<file path="src/rtl/mc_command_arbiter_pkg.sv">
// Shared types and constants for the motor-controller command arbiter and its
// frame timing helpers.
package mc_command_arbiter_pkg;

  typedef enum logic [1:0] {
    ST_NEUTRAL = 2'd0,
    ST_OWNED   = 2'd1,
    ST_TIMEOUT = 2'd2,
    ST_STOP    = 2'd3
  } arb_state_e;

  localparam logic [4:0] MC_NEUTRAL  = 5'b00001;

  localparam logic [1:0] DIR_ILLEGAL = 2'b00;
  localparam logic [1:0] DIR_NEUTRAL = 2'b01;
  localparam logic [1:0] DIR_FWD     = 2'b10;
  localparam logic [1:0] DIR_REV     = 2'b11;

  // Bit 0 is the most important source, so the lowest set bit wins.
  function automatic logic [2:0] pick_highest(input logic [2:0] req);
    logic [2:0] grant;
    grant = 3'b000;
    if (req[0])      grant = 3'b001;
    else if (req[1]) grant = 3'b010;
    else if (req[2]) grant = 3'b100;
    return grant;
  endfunction

  function automatic logic is_illegal(input logic [4:0] cmd);
    return (cmd[1:0] == DIR_ILLEGAL);
  endfunction

endpackage

</file>
<file path="src/rtl/mc_frame_timer.sv">
// Free-running frame counter; tick_o marks the last cycle of every frame.
module mc_frame_timer #(
  parameter int unsigned CYCLES = 1100000
) (
  input  logic clk_i,
  input  logic rst_i,
  output logic tick_o
);

  localparam int unsigned CNT_W = (CYCLES > 1) ? $clog2(CYCLES) : 1;
  localparam logic [CNT_W-1:0] LAST = CNT_W'(CYCLES - 1);

  logic [CNT_W-1:0] count_q;

  assign tick_o = (count_q == LAST);

  always_ff @(posedge clk_i) begin
    if (rst_i) begin
      count_q <= '0;
    end else if (tick_o) begin
      count_q <= '0;
    end else begin
      count_q <= count_q + CNT_W'(1);
    end
  end

endmodule

</file>
<file path="src/rtl/mc_command_arbiter.sv">
// Frame-based arbiter choosing which source drives the motor-controller command,
// with emergency stop, preemption, an owner watchdog and illegal-direction trapping.
module mc_command_arbiter
  import mc_command_arbiter_pkg::*;
#(
  parameter int unsigned FRAME_CYCLES = 1100000,
  parameter int unsigned WDOG_FRAMES  = 8
) (
  input  logic       clk_i,
  input  logic       rst_i,
  input  logic       estop_i,
  input  logic [2:0] req_i,
  input  logic [2:0] upd_i,
  input  logic [4:0] cmd0_i,
  input  logic [4:0] cmd1_i,
  input  logic [4:0] cmd2_i,
  output logic [4:0] desired_mc_o,
  output logic [2:0] gnt_o,
  output logic       mc_update_o,
  output logic       timeout_o,
  output logic       cmd_err_o
);

  localparam int unsigned WDOG_W = $clog2(WDOG_FRAMES + 1);
  localparam logic [WDOG_W-1:0] WDOG_LIMIT = WDOG_W'(WDOG_FRAMES);

  logic              tick;
  arb_state_e        state_q, state_d;
  logic [2:0]        gnt_q, gnt_d;
  logic [4:0]        desired_q, desired_d;
  logic              mc_update_q;
  logic              timeout_q;
  logic              cmd_err_q, cmd_err_d;
  logic [WDOG_W-1:0] wdog_q, wdog_d;
  logic              upd_seen_q, upd_seen_d;

  logic              upd_seen_now;
  logic              owner_req;
  logic [2:0]        higher_req;
  logic              load_cmd;
  logic [4:0]        cmd_sel;

  mc_frame_timer #(
    .CYCLES(FRAME_CYCLES)
  ) u_frame_timer (
    .clk_i (clk_i),
    .rst_i (rst_i),
    .tick_o(tick)
  );

  // For a one-hot owner, gnt-1 masks exactly the more important sources.
  assign higher_req   = req_i & (gnt_q - 3'd1);
  assign owner_req    = |(req_i & gnt_q);
  assign upd_seen_now = upd_seen_q | (|(upd_i & gnt_q));

  always_comb begin
    state_d    = state_q;
    gnt_d      = gnt_q;
    desired_d  = desired_q;
    cmd_err_d  = cmd_err_q;
    wdog_d     = wdog_q;
    upd_seen_d = upd_seen_now;
    load_cmd   = 1'b0;
    cmd_sel    = cmd2_i;

    if (tick) begin
      upd_seen_d = 1'b0;
      if (estop_i) begin
        state_d   = ST_STOP;
        gnt_d     = 3'b000;
        desired_d = MC_NEUTRAL;
        wdog_d    = '0;
      end else begin
        case (state_q)
          ST_STOP: begin
            state_d   = ST_NEUTRAL;
            gnt_d     = 3'b000;
            desired_d = MC_NEUTRAL;
          end
          ST_NEUTRAL: begin
            if (|req_i) begin
              state_d  = ST_OWNED;
              gnt_d    = pick_highest(req_i);
              wdog_d   = '0;
              load_cmd = 1'b1;
            end
          end
          ST_OWNED, ST_TIMEOUT: begin
            if (|higher_req) begin
              state_d  = ST_OWNED;
              gnt_d    = pick_highest(higher_req);
              wdog_d   = '0;
              load_cmd = 1'b1;
            end else if (!owner_req) begin
              if (|req_i) begin
                state_d  = ST_OWNED;
                gnt_d    = pick_highest(req_i);
                wdog_d   = '0;
                load_cmd = 1'b1;
              end else begin
                state_d   = ST_NEUTRAL;
                gnt_d     = 3'b000;
                desired_d = MC_NEUTRAL;
                wdog_d    = '0;
              end
            end else if (state_q == ST_TIMEOUT) begin
              desired_d = MC_NEUTRAL;
            end else if (upd_seen_now) begin
              wdog_d   = '0;
              load_cmd = 1'b1;
            end else if ((wdog_q + WDOG_W'(1)) >= WDOG_LIMIT) begin
              state_d   = ST_TIMEOUT;
              wdog_d    = wdog_q + WDOG_W'(1);
              desired_d = MC_NEUTRAL;
            end else begin
              wdog_d   = wdog_q + WDOG_W'(1);
              load_cmd = 1'b1;
            end
          end
          default: begin
            state_d   = ST_NEUTRAL;
            gnt_d     = 3'b000;
            desired_d = MC_NEUTRAL;
          end
        endcase
      end
    end

    if (load_cmd) begin
      if (gnt_d[0])      cmd_sel = cmd0_i;
      else if (gnt_d[1]) cmd_sel = cmd1_i;
      else               cmd_sel = cmd2_i;
      if (is_illegal(cmd_sel)) begin
        desired_d = MC_NEUTRAL;
        cmd_err_d = 1'b1;
      end else begin
        desired_d = cmd_sel;
      end
    end
  end

  // desired_d only differs from desired_q on a tick, so the compare yields a one-cycle pulse.
  always_ff @(posedge clk_i) begin
    if (rst_i) begin
      state_q     <= ST_NEUTRAL;
      gnt_q       <= 3'b000;
      desired_q   <= MC_NEUTRAL;
      mc_update_q <= 1'b0;
      timeout_q   <= 1'b0;
      cmd_err_q   <= 1'b0;
      wdog_q      <= '0;
      upd_seen_q  <= 1'b0;
    end else begin
      state_q     <= state_d;
      gnt_q       <= gnt_d;
      desired_q   <= desired_d;
      mc_update_q <= (desired_d != desired_q);
      timeout_q   <= (state_d == ST_TIMEOUT);
      cmd_err_q   <= cmd_err_d;
      wdog_q      <= wdog_d;
      upd_seen_q  <= upd_seen_d;
    end
  end

  assign desired_mc_o = desired_q;
  assign gnt_o        = gnt_q;
  assign mc_update_o  = mc_update_q;
  assign timeout_o    = timeout_q;
  assign cmd_err_o    = cmd_err_q;

endmodule
</file>
<file path="config.mk">
export PLATFORM = sky130hd
export DESIGN_NAME = mc_command_arbiter
export DESIGN_NICKNAME = d
export VERILOG_FILES = /design/src/rtl/mc_command_arbiter_pkg.sv /design/src/rtl/mc_frame_timer.sv /design/src/rtl/mc_command_arbiter.sv
export SDC_FILE = /design/constraint.sdc
export NUM_CORES = 1
export LEC_CHECK = 0
export ABC_AREA = 1
export BUFFER_PORTS_ARGS = -buffer_cell sky130_fd_sc_hd__buf_2
export CORE_UTILIZATION = 55
export DETAILED_ROUTE_END_ITERATION = 12
export PLACE_DENSITY = 0.77
export SYNTH_ARGS = -nofsm -noshare
export SYNTH_HDL_FRONTEND = slang
export SYNTH_SLANG_ARGS = --single-unit
</file>
<file path="constraint.sdc">
create_clock -name clk_i -period 4.02 [get_ports clk_i]
set_clock_uncertainty 0.15 [all_clocks]
set_input_delay 0.603 -clock clk_i [delete_from_list [all_inputs] [get_ports clk_i]]
set_output_delay 0.603 -clock clk_i [all_outputs]
set_load 0.02 [all_outputs]
</file>
* Yosys cells after proc, flatten, opt, wreduce, memory -nomap -nowiden
Index checks and enable logic that the tools add are counted.
Word-level totals: register bits 39, output and inout port bits 11, word-level logic and storage cells 92
Operators by class: add/sub/neg operators 3, order comparisons 1, equal/unequal tests 9, mux-type cells 53, bitwise operators 4, reductions and logical operators 12
Operator list (number):
- $mux W5 | 13
- $mux W3 | 11
- $mux W4 | 6
- $add A21 B1 Y21 const B | 1
- $eq A21 B21 Y1 const B | 1
- $mux W2 | 9
- $reduce_or A3 Y1 | 4
- $pmux W5 S2 | 1
- $and A3 B3 Y3 | 3
- $mux W1 | 9
- $pmux W3 S3 | 1
- $pmux W4 S2 | 1
- $eq A2 B2 Y1 const B | 3
- $pmux W2 S3 | 1
- $ne A5 B5 Y1 | 1
- $ne A5 B5 Y1 const B | 1
- $add A4 B1 Y4 const B | 1
- $ge A4 B4 Y1 const B | 1
- $logic_not A2 Y1 | 2
- $ne A4 B4 Y1 const B | 1
- $reduce_and A4 Y1 | 1
- $reduce_or A2 Y1 | 2
- $ne A3 B3 Y1 const B | 1
- $reduce_and A3 Y1 | 1
- other kinds (6) | 6

* Depth between registers and ports, before layout
Gate-level depths: netlist (run 1).
word-level depth 16, mapped depth 24

* Hierarchy
A second synthesis (run 1) with hierarchy kept.
Unflattened totals: cell total of the unflattened synthesis 415, area, all modules 2620.0 µm²
By module, submodules not included:
- mc_command_arbiter | instances 1, cells an instance 248, area an instance 1488.9 µm²
- mc_frame_timer | instances 1, cells an instance 167, area an instance 1131.1 µm²

* Least setup slack after synthesis (run 1)
No wires, ideal clock.
path kind reg2reg, start reg gnt_q[0] (netlist: gnt_o[0]), end reg mc_update_q (netlist: mc_update_o), setup time 0.128 ns, arrival time 2.231 ns, slack 1.512 ns, cell stages (with the launch flop) 23, clock period less this slack 2.508 ns, path through dfxtp_1 > inv_2 > ha_1 > inv_1 > nand2_1 > nand2_1 > inv_1 > nand2_1 > nand2_1 > nand3_1 > nand2_1 > nand2_2 > nand2_4 > inv_4 > or2_0 > nand2_2 > nand3b_1 > nand2_1 > nand2_1 > nand2_1 > nand2_1 > nor2_1 > nor2_1
Between the ends: word-level cells in the longest chain between the ends 15, elaborated cells between the ends (all ways) 37, classes of those cells add/sub (1); eq/ne (1); mux (27); bitwise (4); reduce/logical (4)
RTL lines:
- start, declared | line mc_command_arbiter.sv:29 | logic [2:0] gnt_q, gnt_d;
- start signal, assigned | line mc_command_arbiter.sv:155 | gnt_q <= gnt_d;
- $sub A3 B1 Y3 | line mc_command_arbiter.sv:52 | assign higher_req = req_i & (gnt_q - 3'd1);
- $and A3 B3 Y3 | line mc_command_arbiter.sv:52
- $mux W3 | line mc_command_arbiter_pkg.sv:24 | else if (req[1]) grant = 3'b010;
- $mux W3 | line mc_command_arbiter_pkg.sv:23 | if (req[0]) grant = 3'b001;
- $mux W3 | line mc_command_arbiter.sv:89 | if (|higher_req) begin
- $pmux W3 S3 | line mc_command_arbiter.sv:74 | case (state_q)
- $mux W3 | line mc_command_arbiter.sv:68 | if (estop_i) begin
- $mux W2 | line mc_command_arbiter.sv:66 | if (tick) begin
- $mux W5 | line mc_command_arbiter.sv:131 | else if (gnt_d[1]) cmd_sel = cmd1_i;
- $mux W5 | line mc_command_arbiter.sv:130 | if (gnt_d[0]) cmd_sel = cmd0_i;
- $mux W5 | line mc_command_arbiter.sv:129 | if (load_cmd) begin
- $logic_not A2 Y1 | line mc_command_arbiter_pkg.sv:30 | return (cmd[1:0] == DIR_ILLEGAL);
- $mux W5 | line mc_command_arbiter.sv:133 | if (is_illegal(cmd_sel)) begin
- $mux W5 (*) | line mc_command_arbiter.sv:129
- $ne A5 B5 Y1 (*) | line mc_command_arbiter.sv:157 | mc_update_q <= (desired_d != desired_q);
- end signal, assigned | line mc_command_arbiter.sv:157
- end, declared | line mc_command_arbiter.sv:31 | logic mc_update_q;
Mark *: on every way between the ends. The rest lies on a longest branch, timed or not. The select of a mux whose other input is x is not followed. A chain may end at the register's enable or synchronous reset.

* Final worst setup path (run 1)
Same ends and word-level chain as after synthesis.

==> metrics.md, run 1 <==
| Metric | Value |
|---|---|
| Outcome | `finished, final reports clean` |
| Number of buffers on the longest clock path | `2` |
| Maximum number of pins on one net before global-route repair | `16` |
| Area of the multi-input gates | `1510 µm²` |
| Dpl ws | `1.37 ns` |
| Crit path max fanout | `8` |
| Post-detailed-routing wire length | `5.70 mm` |
| Crit-path most repeated cell | `sky130_fd_sc_hd__nand2_1` |
| Path category of the worst min-delay check | `reg2reg` |
| Total count of hold-check failures in the final report | `0` |
| Number of design rule violations left after detail routing | `0` |
| Worst supply voltage drop on vdd | `0.000207 V` |
| Worst rel slew slack | `0.572` |
| Final number of setup-violating endpoints | `0` |
| Count of H-tree levels built during CTS | `2` |
| Chip height | `70.5 µm` |
| Proportion of layout cells with a drive suffix above 1 | `0.138` |
| Post-synth EDFFs | `0` |
| Final period demand of the worst path | `2.69 ns` |
| Inserted Diodes | `0` |
| Post-route fraction of the period consumed by the critical path | `0.669` |
| Nature of the critical path startpoint | `flip-flop` |
| Leakage power | `1.33 nW` |
| Fraction of synthesis flops using an asynchronous set or reset pin | `0` |
| Vias per Instance | `5.17` |
| Number of placed cells counting well taps | `508` |
| CTS tree | `yes` |
| Floorplan row count | `24` |
| Synth Warn # | `0` |
| Mapped Cells | `425` |
| Horizontal die dimension | `70.5 µm` |
| Adder-cell share of the synthesized area | `0.0291` |
| Number of unique standard cell types used by synthesis | `34` |
| Compound-Gate Fraction of Synth Area | `0.102` |
| # IOs | `35` |
| Setup TNS | `0 ns` |
| Multiplexer area fraction after synthesis | `0` |
| Post-synthesis cell type with the largest combined area | `sky130_fd_sc_hd__dfxtp_1` |
| Share of synthesized area occupied by flip-flops and latches | `0.303` |
| Data arrival time of the critical path | `2.72 ns` |
| Setup slack of the most critical reg-to-reg path | `1.33 ns` |
| Required time of the critical path | `4.05 ns` |
| Slew of the pin with the lowest slew margin | `0.640 ns` |
| Detailed router's first-iteration violation count | `159` |
| Setup repair after global routing missed its margin | `no` |
| Synthesized netlist net count | `455` |
| Area share of xor/xnor cells in the synthesized design | `0.00680` |
| Clk pwr share | `0.372` |
| Die area | `4960 µm²` |
| CTS sink count | `39` |
| Clock network latency to the later pin of the worst-skew pair | `0.30 ns` |
| Most frequent cells after synthesis | `sky130_fd_sc_hd__nand2_1 (111), sky130_fd_sc_hd__inv_1 (72), sky130_fd_sc_hd__nor2_1 (51)` |
| Antenna viol nets, final | `0` |
| Area added between synthesis and finish | `11.9%` |
| Via count | `2664` |
| Post-CTS Setup Repair Bufs | `0` |
| Global-route usage over all layers | `0.252` |
| Clock tree root driver cell | `sky130_fd_sc_hd__clkbuf_8` |
| Router iterations before antenna repair | `4` |
| Largest family of logic cells by synthesized area | `simple AND/OR/NAND/NOR gates` |
| Internal | `525 µW` |
| Crit-path cells | `inv_2 -> ha_1 -> inv_1 -> nand2_1 -> nand2_1 -> inv_1 -> nand2_1 -> inv_1 -> nand2_1 -> nand2_1 -> nand2_1 -> nand2_2 -> nand2_2 -> nand2_1 -> nand3_1 -> nand2_2 -> nand3b_1 -> nand2_1 -> nand2_1 -> nand2_1 -> nand2_1 -> nor2_1 -> nor2_1` |
| Fill cells | `429` |
| Post-layout worst setup margin | `1.33 ns` |
| Yosys reg bits | `39` |
| Number of max-slew violations in the final report | `0` |
| Number of hold buffers added after CTS | `0` |
| Delay contributed by the slowest stage of the critical path | `0.45 ns` |
| Area of the core | `4410 µm²` |
| Combined flip-flop and latch cell area | `781 µm²` |
| Final GP Congestion | `0.878` |
| Power per standard cell area | `241 nW/µm²` |
| Routed wirelength normalized by instance count | `11.1 µm` |
| CP Class | `reg2reg` |
| Post-CTS clock slew at the launch and capture registers of the worst setup and hold paths | `0.07 ns` |
| Setup crit end kind | `flip-flop` |
| Count of input and output buffers | `34` |
| Number of clock buffers inserted by TritonCTS | `5` |
| Fraction of power consumed by sequential logic | `0.561` |
| Half-perimeter wire length after detailed placement | `4.41 mm` |
| Max-cap viol count | `0` |
| Combinational fraction of design power | `0.067` |
| Leading cell types by total area after synthesis | `sky130_fd_sc_hd__dfxtp_1 (30%), sky130_fd_sc_hd__nand2_1 (16%), sky130_fd_sc_hd__inv_1 (10%), sky130_fd_sc_hd__nand3_1 (7.6%), sky130_fd_sc_hd__nor2_1 (7.4%)` |
| Switching power of the nets | `171 µW` |
| Final standard cell count with taps included and fillers excluded | `515` |
| Fmax achieved | `372 MHz` |
| Antenna violations before repair | `0` |
| Count leader, synth | `sky130_fd_sc_hd__nand2_1` |
| Area fraction in and, or, nand and nor cells after synthesis | `0.446` |
| CTS-repair resized insts | `0` |
| Most used DFF post-synth | `sky130_fd_sc_hd__dfxtp_1` |
| Vias in the first global route | `2380` |
| Mean Syn Cell Area | `6.06 µm²` |
| Critical path's slowest cell | `sky130_fd_sc_hd__dfxtp_1` |
| Net switching share of the total power | `0.245` |
| Global-route wire length before repair | `10.3 mm` |
| Combined area of all synthesized cells | `2580 µm²` |
| Final layout net count | `493` |
| Initial cell density of the core | `0.584` |
| Share of the synthesized area in the top cell type | `0.303` |
| Power after layout | `696 µW` |
| Total gr overflow | `0` |
==> flip-flops by register name, summed over array words and instances, names as in the netlist <==
name,cells
state_q,2
cmd_err_o,1
timeout_o,1
upd_seen_q,1
gnt_o,3
mc_update_o,1
u_frame_timer.count_q,21
wdog_q,4
desired_mc_o,5
==> final timing paths <==
path,endpoint,depth (start not counted),start
hold / removal,cmd_err_o$_SDFFE_PP0P_,2,cmd_err_o$_SDFFE_PP0P_
setup reg to reg,mc_update_o$_SDFF_PP0_,23,gnt_o[0]$_SDFF_PP0_
hold reg to reg,cmd_err_o$_SDFFE_PP0P_,2,cmd_err_o$_SDFFE_PP0P_
setup / recovery,mc_update_o$_SDFF_PP0_,23,gnt_o[0]$_SDFF_PP0_
==> power groups by stage <==
stage	Clock [mW]	Sequential, mW	Combinational (mW)
after global placement	0	0.400	0.0461
after global routing	0.276	0.391	0.0535
after floorplan	0	0.399	0.0267
after detailed placement	0	0.400	0.0463
after CTS	0.264	0.391	0.0465
final	0.259	0.391	0.0466
==> final cells by class <==
cell class / instances / area share
sequential: 39 / 0.271
inverter: 74 / 0.0972
tap: 52 / 0.0226
timing repair buffer: 34 / 0.0590
clock inverter: 2 / 0.00477
multi-input combinational: 309 / 0.522
clock buffer: 5 / 0.0239
==> metrics by stage <==
stage	cell area, µm²	hold WS, ns	util
global route	2880	0.338	0.653
finish	2880	0.316	0.653
floorplan	2580	0.280	-
detailed placement	2800	0.308	0.635
global placement	2800	0.297	0.635
CTS	2880	0.319	0.653
==> layer usage <==
metal	GRT usage	share of wire
met5	0	0
met4	0.0622	0.010
met3	0.0505	0.045
met2	0.394	0.44
met1	0.352	0.51
==> worst max-delay path: cells and delay by family (launching register included) <==
| family | cells | cell delay [ns] |
|---|---|---|
| flip-flops | 1 | 0.45 |
| buffers and inverters | 4 | 0.25 |
| adder cells (fa/ha/maj) | 1 | 0.28 |
| AND/OR/NAND/NOR | 18 | 1.45 |
==> placed cells by master, fill, tap and decap left out <==
cell type	n
sky130_fd_sc_hd__xnor2_1	1
sky130_fd_sc_hd__xor2_1	1
sky130_fd_sc_hd__nor2_2	1
sky130_fd_sc_hd__nor4_1	3
sky130_fd_sc_hd__inv_1	72
sky130_fd_sc_hd__o21ai_1	1
sky130_fd_sc_hd__o21a_1	1
sky130_fd_sc_hd__inv_2	1
sky130_fd_sc_hd__a31oi_1	1
sky130_fd_sc_hd__nand3_2	3
sky130_fd_sc_hd__clkbuf_8	5
sky130_fd_sc_hd__buf_2	34
sky130_fd_sc_hd__o21bai_1	1
sky130_fd_sc_hd__nor3b_1	2
sky130_fd_sc_hd__a211oi_1	2
sky130_fd_sc_hd__nand2_4	1
sky130_fd_sc_hd__nand2_1	111
sky130_fd_sc_hd__inv_4	1
sky130_fd_sc_hd__nor2_4	2
sky130_fd_sc_hd__nand2_2	10
sky130_fd_sc_hd__clkinv_4	1
sky130_fd_sc_hd__o21ai_0	13
sky130_fd_sc_hd__a221oi_1	1
sky130_fd_sc_hd__a22oi_1	1
sky130_fd_sc_hd__or2_0	1
sky130_fd_sc_hd__or2_2	3
sky130_fd_sc_hd__nor2_1	51
sky130_fd_sc_hd__nand4_1	8
sky130_fd_sc_hd__nor3_2	1
sky130_fd_sc_hd__nand3_1	39
sky130_fd_sc_hd__nand3b_1	4
sky130_fd_sc_hd__clkinv_2	1
sky130_fd_sc_hd__ha_1	6
sky130_fd_sc_hd__a21oi_1	25
sky130_fd_sc_hd__o31ai_1	2
sky130_fd_sc_hd__dfxtp_1	39
sky130_fd_sc_hd__nor3_1	13
==> logic make-up (layout without fill, tap and decap cells) <==
group | count (synthesis) | count (layout)
buf+inv | 77 | 115
flops | 39 | 39
compound gates | 48 | 48
simple gates | 253 | 253
xor+xnor | 2 | 2
fa+ha+maj | 6 | 6
Power figures use the tool's default switching activity.
==> run 2: changes to the inputs <==
--- a/config.mk
+++ b/config.mk
@@ -5,7 +5,7 @@
 export SDC_FILE = /design/constraint.sdc
 export NUM_CORES = 1
 export LEC_CHECK = 0
-export ABC_AREA = 1
+export ABC_AREA = 0
 export BUFFER_PORTS_ARGS = -buffer_cell sky130_fd_sc_hd__buf_2
 export CORE_UTILIZATION = 55
 export DETAILED_ROUTE_END_ITERATION = 12
==> constraint.sdc (replaced) <==
create_clock -name clk_i -period 2.5 [get_ports clk_i]
set_clock_uncertainty 0.15 [all_clocks]
set_input_delay 0.375 -clock clk_i [delete_from_list [all_inputs] [get_ports clk_i]]
set_output_delay 0.375 -clock clk_i [all_outputs]
set_load 0.02 [all_outputs]
==> metrics.md, run 2 <==
| Metric | Value |
|---|---|
| Post-route fraction of the period consumed by the critical path | `1.19` |
| Via count | `3144` |
| Die area | `4950 µm²` |
| Final core utilization | `0.853` |
| Crit path max fanout | `3` |
| Detailed router's first-iteration violation count | `365` |
| Final number of setup-violating endpoints | `11` |
| Fmax achieved | `336 MHz` |
| Maximum number of pins on one net before global-route repair | `20` |
| Post-layout worst setup margin | `-0.478 ns` |
| Number of design rule violations left after detail routing | `0` |
| Count of input and output buffers | `34` |
| Yosys reg bits | `39` |
| Leakage power | `1.57 nW` |
| # IOs | `35` |
| Post-CTS clock slew at the launch and capture registers of the worst setup and hold paths | `0.09 ns` |
| Setup crit end kind | `flip-flop` |
| Area of the core | `4410 µm²` |
| Max-cap viol count | `0` |
| CTS sink count | `39` |
| Half-perimeter wire length after detailed placement | `5.52 mm` |
| Largest register by flop count | `u_frame_timer.count_q` |
| Net switching share of the total power | `0.258` |
| Area share of xor/xnor cells in the synthesized design | `0.0712` |
| Count of H-tree levels built during CTS | `2` |
| Inserted Diodes | `0` |
| Share of synthesized area occupied by flip-flops and latches | `0.304` |
| Final layout net count | `478` |
| CP Class | `reg2reg` |
| Antenna violations before repair | `0` |
| Mean Syn Cell Area | `7.83 µm²` |
| Vias per Instance | `6.28` |
| Final GP Congestion | `0.870` |
| Global-route usage over all layers | `0.349` |
| Data arrival time of the critical path | `3.01 ns` |
| Number of clock buffers inserted by TritonCTS | `5` |
| Post-synthesis cell type with the largest combined area | `sky130_fd_sc_hd__dfxtp_1` |
| Synthesized netlist net count | `358` |
| Global-route wire length before repair | `13.7 mm` |
| Count leader, synth | `sky130_fd_sc_hd__nor2_1` |
| Violated checks | `setup timing` |
| Clk pwr share | `0.397` |
| Number of unique standard cell types used by synthesis | `70` |
| Routed wirelength normalized by instance count | `18.3 µm` |
| Clock tree root driver cell | `sky130_fd_sc_hd__clkbuf_8` |
| Largest family of logic cells by synthesized area | `simple AND/OR/NAND/NOR gates` |
| Commonest cells after routing, fill and taps aside | `sky130_fd_sc_hd__buf_4 (87), sky130_fd_sc_hd__nor2_1 (46), sky130_fd_sc_hd__dfxtp_1 (34), sky130_fd_sc_hd__buf_2 (34), sky130_fd_sc_hd__nand2_1 (31)` |
| Area fraction in and, or, nand and nor cells after synthesis | `0.320` |
| Antenna viol nets, final | `0` |
| Most used DFF post-synth | `sky130_fd_sc_hd__dfxtp_1` |
| Worst hold slack | `0.240 ns` |
| Setup TNS | `-2.35 ns` |
| Internal | `941 µW` |
| Total count of hold-check failures in the final report | `0` |
| Mapped Cells | `328` |
| Worst supply voltage drop on vdd | `0.000362 V` |
| Setup slack of the most critical reg-to-reg path | `-0.48 ns` |
| Combined area of all synthesized cells | `2570 µm²` |
| Floorplan row count | `24` |
| Fraction of power consumed by sequential logic | `0.494` |
| Total gr overflow | `0` |
| Final standard cell count with taps included and fillers excluded | `501` |
| Slew of the pin with the lowest slew margin | `0.430 ns` |
| Multiplexer area fraction after synthesis | `0.0341` |
| Power after layout | `1.27 mW` |
| Number of buffers on the longest clock path | `2` |
| Fraction of synthesis flops using an asynchronous set or reset pin | `0` |
| Vias in the first global route | `3007` |
| Number of placed cells counting well taps | `481` |
| Clock network latency to the later pin of the worst-skew pair | `0.30 ns` |
| Area of the multi-input gates | `1890 µm²` |
| Nature of the critical path startpoint | `flip-flop` |
| Combinational fraction of design power | `0.109` |
| Path category of the worst min-delay check | `in2reg` |
| Compound-Gate Fraction of Synth Area | `0.202` |
| Setup repair after global routing missed its margin | `yes` |
| Number of max-slew violations in the final report | `0` |
| Horizontal die dimension | `70.3 µm` |
| Area added between synthesis and finish | `46.7%` |
| Proportion of layout cells with a drive suffix above 1 | `0.425` |
| Adder-cell share of the synthesized area | `0.0292` |
| Chip height | `70.3 µm` |
| Outcome | `finished, violations left` |
| Share of the synthesized area in the top cell type | `0.304` |
| Post-detailed-routing wire length | `9.15 mm` |
| Leading cell types by total area after synthesis | `sky130_fd_sc_hd__dfxtp_1 (30%), sky130_fd_sc_hd__nor2_1 (6.9%), sky130_fd_sc_hd__a21oi_1 (5.7%), sky130_fd_sc_hd__nand2_1 (4.8%), sky130_fd_sc_hd__xor2_1 (4.8%)` |
| Number of hold buffers added after CTS | `0` |
| Combined flip-flop and latch cell area | `792 µm²` |
| Synth Warn # | `0` |
| Max reg flops | `21` |
| Switching power of the nets | `328 µW` |
| Power per standard cell area | `337 nW/µm²` |
| Worst rel slew slack | `0.711` |
| Final period demand of the worst path | `2.98 ns` |
| Post-synth EDFFs | `0` |
| Initial cell density of the core | `0.582` |
| Most frequent cells after synthesis | `sky130_fd_sc_hd__nor2_1 (47), sky130_fd_sc_hd__dfxtp_1 (39), sky130_fd_sc_hd__nand2_1 (33)` |
| Fill cells | `233` |
| CTS tree | `yes` |
| Router iterations before antenna repair | `5` |
| Required time of the critical path | `2.53 ns` |
| Most common cell after layout, fill and taps aside | `sky130_fd_sc_hd__buf_4` |
-- run 2: changes by cell type in the layout (fill, tap and decap cells not counted), sizes merged, moves of 5 or more --
cell   before  now
inv        74   11
nand3      42   15
nor2       54   47
buf        34  124
and3        0    7
or3         0    5
a21oi      25   32
nand2     122   33
mux2i       0    5
xor2        1   15
-- run 2: path summary, 6_finish.rpt --
kind | from | to | cells after the start
worst min register to register | wdog_q[3]$_SDFFE_PP0P_ | wdog_q[3]$_SDFFE_PP0P_ | 2
worst min-delay path | upd_i[2] | upd_seen_q$_SDFF_PP0_ | 3
worst max register to register | gnt_o[1]$_SDFF_PP0_ | mc_update_o$_SDFF_PP0_ | 12
worst max-delay path | gnt_o[1]$_SDFF_PP0_ | mc_update_o$_SDFF_PP0_ | 12
-- run 2: cell families (layout without fill, tap and decap cells) --
| family | Yosys count | after routing |
|---|---|---|
| and+or+nand+nor | 155 | 155 |
| DFF | 39 | 39 |
| adders and majority gates | 6 | 6 |
| xor gates and xnor gates | 20 | 20 |
| AOI/OAI and AO/OA | 78 | 78 |
| muxes | 8 | 8 |
| buffers and inverters | 22 | 143 |
-- run 2: final cells by class --
| class | instances | share of cell area |
|---|---|---|
| flip-flops and latches | 39 | 0.210 |
| clock inverters | 2 | 0.00365 |
| well taps | 52 | 0.0173 |
| inverters | 11 | 0.0116 |
| multi-input cells | 267 | 0.502 |
| repair buffers | 124 | 0.230 |
| clock buffers | 6 | 0.0249 |
-- run 2: power by group through the flow --
stage | combinational, mW | clock [mW] | sequential (mW)
final | 0.138 | 0.504 | 0.627
after detailed placement | 0.118 | 0 | 0.639
after global placement | 0.114 | 0 | 0.639
after global routing | 0.147 | 0.535 | 0.627
after CTS | 0.123 | 0.506 | 0.625
after floorplan | 0.0565 | 0 | 0.641
-- run 2: metal layers --
metal	up-vias	GRT usage	share of wire	wire length (µm)
li1	1417	-	-	-
met1	1442	0.397	0.38	3450
met2	200	0.596	0.46	4230
met3	85	0.0722	0.078	717
met4	0	0.207	0.083	758
met5	-	0	0	0
-- run 2: per-stage QoR --
step,cell area [µm²],worst slack (ns)
final,3770,-0.478
after global routing,3770,-0.548
after CTS,3620,-0.292
after detailed placement,3370,-0.332
after global placement,3370,-0.241
after floorplan,2600,-0.321
-- run 2: critical path, stage by stage, from the launching register on --
cell	delay (ns)
sky130_fd_sc_hd__dfxtp_4	0.37
sky130_fd_sc_hd__inv_4	0.04
sky130_fd_sc_hd__ha_4	0.27
sky130_fd_sc_hd__nand2b_4	0.12
sky130_fd_sc_hd__a311o_1	0.21
sky130_fd_sc_hd__a21oi_2	0.05
sky130_fd_sc_hd__or2_4	0.25
sky130_fd_sc_hd__a21oi_4	0.21
sky130_fd_sc_hd__mux2_4	0.32
sky130_fd_sc_hd__a2111o_1	0.44
sky130_fd_sc_hd__a22oi_2	0.19
sky130_fd_sc_hd__a21o_1	0.16
sky130_fd_sc_hd__a31oi_1	0.08
-- run 2: what timing repair did --
action,CTS,global route
setup buffers,9,3
setup endpoints to repair,10,15
pin swaps,15,18
resized for setup,18,24
==> run 3: changes to the inputs <==
--- a/config.mk
+++ b/config.mk
@@ -7,9 +7,8 @@
 export LEC_CHECK = 0
 export ABC_AREA = 0
 export BUFFER_PORTS_ARGS = -buffer_cell sky130_fd_sc_hd__buf_2
-export CORE_UTILIZATION = 55
+export CORE_UTILIZATION = 33
 export DETAILED_ROUTE_END_ITERATION = 12
-export PLACE_DENSITY = 0.77
 export SYNTH_ARGS = -nofsm -noshare
 export SYNTH_HDL_FRONTEND = slang
 export SYNTH_SLANG_ARGS = --single-unit
==> metrics.md, run 3 (synthesis gave the netlist of run 2 again) <==
| Metric | Value |
|---|---|
| Max reg flops | `21` |
| Met2 GRT Util | `0.307` |
| Clock network latency to the later pin of the worst-skew pair | `0.29 ns` |
| Most common cell after layout, fill and taps aside | `sky130_fd_sc_hd__buf_4` |
| Crit path max fanout | `3` |
| Post-route fraction of the period consumed by the critical path | `1.11` |
| Final number of setup-violating endpoints | `9` |
| Antenna viol nets, final | `0` |
| Final period demand of the worst path | `2.77 ns` |
| Final GP Congestion | `0.890` |
| Global-route usage over all layers | `0.182` |
| Area of the core | `7370 µm²` |
| Via count | `2764` |
| Crit-path cells | `inv_4 -> ha_4 -> nand2b_4 -> a311o_1 -> a21oi_2 -> or2_4 -> a21oi_4 -> mux2_4 -> a2111o_1 -> a22oi_2 -> a21o_1 -> a31oi_1` |
| Number of clock buffers inserted by TritonCTS | `5` |
| Path category of the worst min-delay check | `in2reg` |
| Router iterations before antenna repair | `4` |
| Area added between synthesis and finish | `47.5%` |
| Dpl ws | `-0.303 ns` |
| Power per standard cell area | `329 nW/µm²` |
| Die area | `8140 µm²` |
| Total gr overflow | `0` |
| Initial cell density of the core | `0.348` |
| Busiest grt layer | `met2` |
| Vias per Instance | `5.02` |
| Count of input and output buffers | `34` |
| Clk pwr share | `0.390` |
| Fmax achieved | `361 MHz` |
| Global routing met1 resource utilization | `0.241` |
| Placed Area | `3460 µm²` |
| Inserted Diodes | `0` |
| Violated checks | `setup timing` |
| Chip height | `90.2 µm` |
| Post-CTS clock slew at the launch and capture registers of the worst setup and hold paths | `0.08 ns` |
| Detailed router's first-iteration violation count | `126` |
| Horizontal die dimension | `90.2 µm` |
| Outcome | `finished, violations left` |
| CTS tree | `yes` |
| Setup TNS | `-0.757 ns` |
| Net switching share of the total power | `0.245` |
| Number of design rule violations left after detail routing | `0` |
| Proportion of layout cells with a drive suffix above 1 | `0.409` |
| Number of placed cells counting well taps | `532` |
| Setup repair after global routing missed its margin | `yes` |
| Switching power of the nets | `305 µW` |
| Critical path buffer and inverter count | `1` |
| Power after layout | `1.24 mW` |
| Fraction of power consumed by sequential logic | `0.502` |
| Final layout net count | `482` |
| CTS sink count | `39` |
| Area of the multi-input gates | `1830 µm²` |
| Top cell family by delay on the critical path | `compound AO/OA/AOI/OAI gates` |
| Number of buffers on the longest clock path | `2` |
| Worst hold slack | `0.238 ns` |
| Global routing met3 resource utilization | `0.0271` |
| Nature of the critical path startpoint | `flip-flop` |
| Global-route wire length before repair | `12.3 mm` |
| Slew of the pin with the lowest slew margin | `0.389 ns` |
| CP Class | `reg2reg` |
| Post-route design area | `3790 µm²` |
| Required time of the critical path | `2.52 ns` |
| Leakage power | `1.58 nW` |
| Final standard cell count with taps included and fillers excluded | `551` |
| Antenna violations before repair | `0` |
| Worst rel slew slack | `0.741` |
| Maximum number of pins on one net before global-route repair | `20` |
| Worst supply voltage drop on vdd | `0.000238 V` |
| Count of H-tree levels built during CTS | `2` |
| Post-detailed-routing wire length | `7.23 mm` |
| Final core utilization | `0.514` |
| # IOs | `35` |
| Max-cap viol count | `0` |
| Fill cells | `717` |
| Commonest cells after routing, fill and taps aside | `sky130_fd_sc_hd__buf_4 (91), sky130_fd_sc_hd__nor2_1 (45), sky130_fd_sc_hd__dfxtp_1 (37), sky130_fd_sc_hd__buf_2 (34), sky130_fd_sc_hd__nand2_1 (30)` |
| Critical path's slowest cell | `sky130_fd_sc_hd__a2111o_1` |
| Vias in the first global route | `2753` |
| Delay contributed by the slowest stage of the critical path | `0.39 ns` |
| Post-layout worst setup margin | `-0.267 ns` |
| Largest register by flop count | `u_frame_timer.count_q` |
| Routed wirelength normalized by instance count | `13.1 µm` |
| Data arrival time of the critical path | `2.78 ns` |
| Half-perimeter wire length after detailed placement | `5.61 mm` |
| Floorplan row count | `31` |
| Internal | `939 µW` |
| Total count of hold-check failures in the final report | `0` |
| Clock tree root driver cell | `sky130_fd_sc_hd__clkbuf_8` |
| Number of max-slew violations in the final report | `0` |
| Setup crit end kind | `flip-flop` |
| Combinational fraction of design power | `0.108` |
| Combined flip-flop and latch cell area | `788 µm²` |
| Number of hold buffers added after CTS | `0` |
[run 3: cell types whose count changed in the layout (fill, tap and decap cells not counted), sizes merged]
| cell | change |
|---|---|
| clkinv | -2 |
| buf | +4 |
| inv | +1 |
[run 3: worst min-delay path, stage by stage]
cell,delay (ns)
sky130_fd_sc_hd__buf_2,0.08
sky130_fd_sc_hd__a21oi_1,0.06
sky130_fd_sc_hd__a21oi_1,0.12
[run 3: path summary, 6_finish.rpt]
check	start	endpoint	slack, ns	cells after the start
max	gnt_o[1]$_SDFF_PP0_	mc_update_o$_SDFF_PP0_	-0.27	12
max reg2reg	gnt_o[1]$_SDFF_PP0_	mc_update_o$_SDFF_PP0_	-0.27	12
min	upd_i[1]	upd_seen_q$_SDFF_PP0_	0.24	3
min reg2reg	wdog_q[3]$_SDFFE_PP0P_	wdog_q[3]$_SDFFE_PP0P_	0.33	2
[run 3: timing repair]
item	4_1_cts	5_1_grt
endpoints found under the setup margin	9	12
pin swaps	11	7
buffers inserted	8	6
resized for setup	17	17
[run 3: layout make-up]
class,instances,area share
Timing Repair Buffer,128,0.237
Multi-Input combinational cell,267,0.484
Clock buffer,6,0.0248
Tap cell,99,0.0327
Inverter,11,0.0122
Sequential cell,39,0.208
Clock inverter,1,0.00165
[run 3: metal layers]
layer	wire length [µm]	part of all wire
met5	0	0
met4	54	0.0075
met3	275	0.038
met2	3420	0.47
met1	3480	0.48
[run 3: power by group through the flow]
stage | clock network, mW | logic (mW) | registers, mW
after floorplan | 0 | 0.0565 | 0.641
after detailed placement | 0 | 0.124 | 0.640
final | 0.485 | 0.134 | 0.625
after CTS | 0.504 | 0.131 | 0.625
after global placement | 0 | 0.122 | 0.639
after global routing | 0.523 | 0.147 | 0.626
